==> src/rtl/modulo_updown_counter.sv <==
`default_nettype none
// ============================================================================
// Module   : modulo_updown_counter
// Purpose  : Cascadable up/down counter over [0..limit] with wrap/saturate
//            modes, parallel load, sticky boundary flag and bus output enable.
// Revision : 1.0 - initial release
// ============================================================================
module modulo_updown_counter #(
  parameter int WIDTH     = 8,
  parameter int RESET_VAL = 0
) (
  input  logic             clk,
  input  logic             reset,
  input  logic             en,
  input  logic             cin,
  input  logic             load,
  input  logic             up,
  input  logic             sat,
  input  logic             oe,
  input  logic [WIDTH-1:0] d,
  input  logic [WIDTH-1:0] limit,
  output logic [WIDTH-1:0] q,
  output logic [WIDTH-1:0] q_oe,
  output logic             tc,
  output logic             ovf
);

  localparam logic [WIDTH-1:0] C_RESET_VAL = RESET_VAL[WIDTH-1:0];
  localparam logic [WIDTH-1:0] C_ONE       = {{(WIDTH-1){1'b0}}, 1'b1};
  localparam logic [WIDTH-1:0] C_ZERO      = '0;

  if ((WIDTH < 2) || (WIDTH > 16)) begin : g_width_check
    $error("modulo_updown_counter: WIDTH out of range 2..16");
  end

  logic [WIDTH-1:0] q_q;
  logic [WIDTH-1:0] q_d;
  logic             ovf_q;
  logic             ovf_d;
  logic             count_ev;
  logic             at_bound;

  assign count_ev = en & cin & ~load;
  // q above limit counts as at-bound upward so an out-of-range load recovers.
  assign at_bound = up ? (q_q >= limit) : (q_q == C_ZERO);

  always_comb begin
    q_d   = q_q;
    ovf_d = ovf_q;
    if (load) begin
      q_d   = d;
      ovf_d = 1'b0;
    end else if (count_ev) begin
      if (at_bound) begin
        ovf_d = 1'b1;
        if (up) begin
          q_d = sat ? q_q : C_ZERO;
        end else begin
          q_d = sat ? C_ZERO : limit;
        end
      end else if (up) begin
        q_d = q_q + C_ONE;
      end else begin
        q_d = q_q - C_ONE;
      end
    end
  end

  always_ff @(posedge clk) begin
    if (reset) begin
      q_q   <= C_RESET_VAL;
      ovf_q <= 1'b0;
    end else begin
      q_q   <= q_d;
      ovf_q <= ovf_d;
    end
  end

  assign q    = q_q;
  assign ovf  = ovf_q;
  assign tc   = en & cin & at_bound;
  assign q_oe = {WIDTH{oe}};

endmodule
`default_nettype wire

==> config.mk <==
export PLATFORM = sky130hd
export DESIGN_NAME = modulo_updown_counter
export DESIGN_NICKNAME = d
export VERILOG_FILES = /design/src/rtl/modulo_updown_counter.sv
export SDC_FILE = /design/constraint.sdc
export NUM_CORES = 1
export LEC_CHECK = 0
export ABC_AREA = 1
export CORE_MARGIN = 2
export CORE_UTILIZATION = 40
export CTS_CLUSTER_SIZE = 30
export DETAILED_ROUTE_END_ITERATION = 10
export PLACE_DENSITY_LB_ADDON = 0.12
export RECOVER_POWER = 100
export SLEW_MARGIN = 20
export SYNTH_ARGS = -nofsm -noshare
export SYNTH_HDL_FRONTEND = slang
export SYNTH_SLANG_ARGS = --single-unit
export TNS_END_PERCENT = 30
==> constraint.sdc <==
create_clock -name clk -period 4.94 [get_ports clk]
set_input_delay 1.482 -clock clk [delete_from_list [all_inputs] [get_ports clk]]
set_output_delay 1.482 -clock clk [all_outputs]
set_load 0.1 [all_outputs]
==> run_results.csv <==
group,metric,value,unit
status,outcome,"finished clean",
clock_network,cts-root-buf,"clkbuf_4",
yosys,yosysSeqAreaShare,13.95,%
die,start_util,42.30,%
final_layout,layout.nets,280,
power,ir_drop,0.1644,mV
yosys,synth_area_leaders,"nand2_1 (17%), dfxtp_1 (14%), ha_1 (14%)",
die,ios,42,
clock_network,postCtsResizedCells,0,
global_route,grt_max_degree,23,
setup_path,startpoint_type,"primary input",
flow_run,drv_cap,0,
global_route,grt_pass1_vias,1236,
power,cellPowerDensity,236.7,nW/um^2
final_layout,fin_cells,284,
setup_path,crit_start,"limit[3]",
routing,route.detailed.drc,0,
yosys,synth_most_common_cell,"nand2_1",
yosys,synthesis.nets,253,
final_layout,drive_above_1_share,9.167,%
routing,first_pass_iters,4,
sta,skew,6.271,ps
sta,worstMarginPinSlew,983.0,ps
clock_network,clock_latency,280,ps
yosys,ys_ff_latch,9,
power,p_leak,0.9083,nW
sta,finalCriticalPeriod,4724,ps
yosys,synthCells,214,
yosys,synth_edf_count,0,
placement,dpl_worst_slack,155.7,ps
yosys,yosysTopAreaCell,"nand2_1",
placement,port_buffers,32,
global_route,antenna_found_initial,0,
yosys,synthArstFlopShare,0,%
sta,finalHoldViolCount,0,
yosys,synth_commonest_cells,"nand2_1 (59), inv_1 (33), nor2_1 (23), nand3_1 (15), ha_1 (14)",
placement,gp_routability_congestion,1.015,
clock_network,clock_path_buffers,2,
global_route,grt-ovfl-total,0,
yosys,synth_cell_types,29,
hold_path,min_path_type,"flip-flop to flip-flop",
yosys,ys_warn_count,0,
clock_network,hold_buffers,0,
yosys,syn-cell-area,1291,um^2
setup_path,worstSetupPathType,"primary input to primary output",
setup_path,rrSetupSlack,2890,ps
clock_network,path_clk_slew,70,ps
clock_network,htree_levels,1,
sta,hold_ws,549.3,ps
die,die_w,60.82,um
setup_path,rr_startpoint,"q[3]",
sta,report.final.slew_viol_count,0,
final_layout,area_growth,25.68,%
die,dieArea,3698,um^2
die,dieHeight,60.82,um
yosys,yosysTopAreaCellShare,17.15,%
yosys,avgSynthCellArea,6.034,um^2
sta,grt_setup_unrepaired,"no",
setup_path,cp.required,3460,ps
global_route,grt_util_all_layers,21.05,%
sta,setup_tns,0,ps
final_layout,antenna_cells,0,
routing,wirelength,3.402,mm
sta,finalSetupViolCount,0,
global_route,grt_pass1_wl,5.713,mm
setup_path,arrival,3240,ps
clock_network,postCtsSetupBuffers,0,
placement,post-place-cells,280,
die,num_rows,20,
setup_path,crit_fanout,3,
sta,max-slew-margin-rel,34.25,%
routing,vias,1337,
setup_path,reg2reg_depth,11,
sta,fmax,211.7,MHz
setup_path,endpoint,"tc",
placement,dp_hpwl,2.773,mm
sta,fin_crit_sh,95.62,%
routing,dr.first_iter.drc_count,79,
final_layout,final_area,1623,um^2
yosys,ys.flop_type,"dfxtp_1",
placement,dpl_cell_area,1612,um^2
clock_network,cts_sinks,9,
setup_path,reg2reg_to,"q[1]",
setup_path,endpoint_kind,"primary output",
sta,final.setup.worst_slack,216.3,ps
clock_network,cts_tree,"built",
routing,avgRoutedWirePerCell,11.98,um
routing,via_per_inst,4.708,
routing,ant_nets,0,
clock_network,cts_buffers,3,
die,core,3053,um^2
==> metrics by stage <==
stage	util, %	power, mW
floorplan	-	0.2916
CTS	53.69	0.3902
global placement	52.79	0.3269
finish	53.16	0.3842
detailed placement	52.79	0.3272
global route	53.16	0.4182
==> sequential cells by signal, summed over array words and instances (netlist names) <==
name	count
ovf	1
q	8
==> worst max-delay path, cell delays in order <==
cell and delay (ps):
clkdlybuf4s50_1 450, inv_1 50, ha_1 300, a21oi_1 220
nand2_1 80, nand2_1 60, nand3_1 120, o21ai_1 240
nor2_2 70, buf_6 190
==> report_power, final <==
part	internal, mW	leakage (nW)	switching (mW)	total (mW)
clock network	0.0301	0.0177	0.0329	0.0630
registers	0.0798	0.0748	0.0130	0.0929
logic	0.0784	0.816	0.150	0.228
total	0.188	0.908	0.196	0.384
==> cell type report <==
cell class / count / area, um^2
Multi-Input combinational cell: 160 / 907.1
Inverter: 35 / 131.4
Tap cell: 44 / 55.05
Timing Repair Buffer: 32 / 321.6
Fill cell: 344 / 1430
Sequential cell: 9 / 180.2
Clock buffer: 3 / 22.52
Clock inverter: 1 / 5.005
==> cell usage in the layout, fill, tap and decap left out, types with 6 or more instances in the layout <==
master           synthesis  routed
nand3_1                 15      16
nor2_1                  23      22
nand2_1                 59      60
dfxtp_1                  9       9
dlygate4sd3_1            0      10
inv_1                   33      34
nand4_1                  6       6
ha_1                    14      14
clkdlybuf4s50_1          0      21
==> layer usage <==
layer	vias to the layer above	global-route usage, %	routed length, um
li1	724	-	-
met1	566	30.14	1606
met2	41	31.64	1542
met3	6	4.904	202
met4	0	5.590	51
met5	-	0	0
==> kinds of logic (layout without fill, tap and decap cells) <==
family | after synthesis | after routing | synth area share, %
buffers and inverters | 45 | 71 | 15.41
AND/OR/NAND/NOR | 122 | 122 | 44.67
flip-flops | 9 | 9 | 13.95
XOR/XNOR | 4 | 4 | 2.714
adder cells (fa/ha/maj) | 15 | 15 | 15.12
AO/OA/AOI/OAI | 19 | 19 | 8.139
==> how the worst min path moves through the flow <==
| stage | start | to | slack, ps | cells after the start |
|---|---|---|---|---|
| final | ovf | ovf | 550 | 2 |
| after global placement | ovf | ovf | 540 | 2 |
| after detailed placement | ovf | ovf | 540 | 2 |
| after global routing | ovf | ovf | 590 | 2 |
| after CTS | ovf | ovf | 560 | 2 |
| after floorplan | q[4] | q[4] | 950 | 2 |
(Power assumes the default switching activity.)
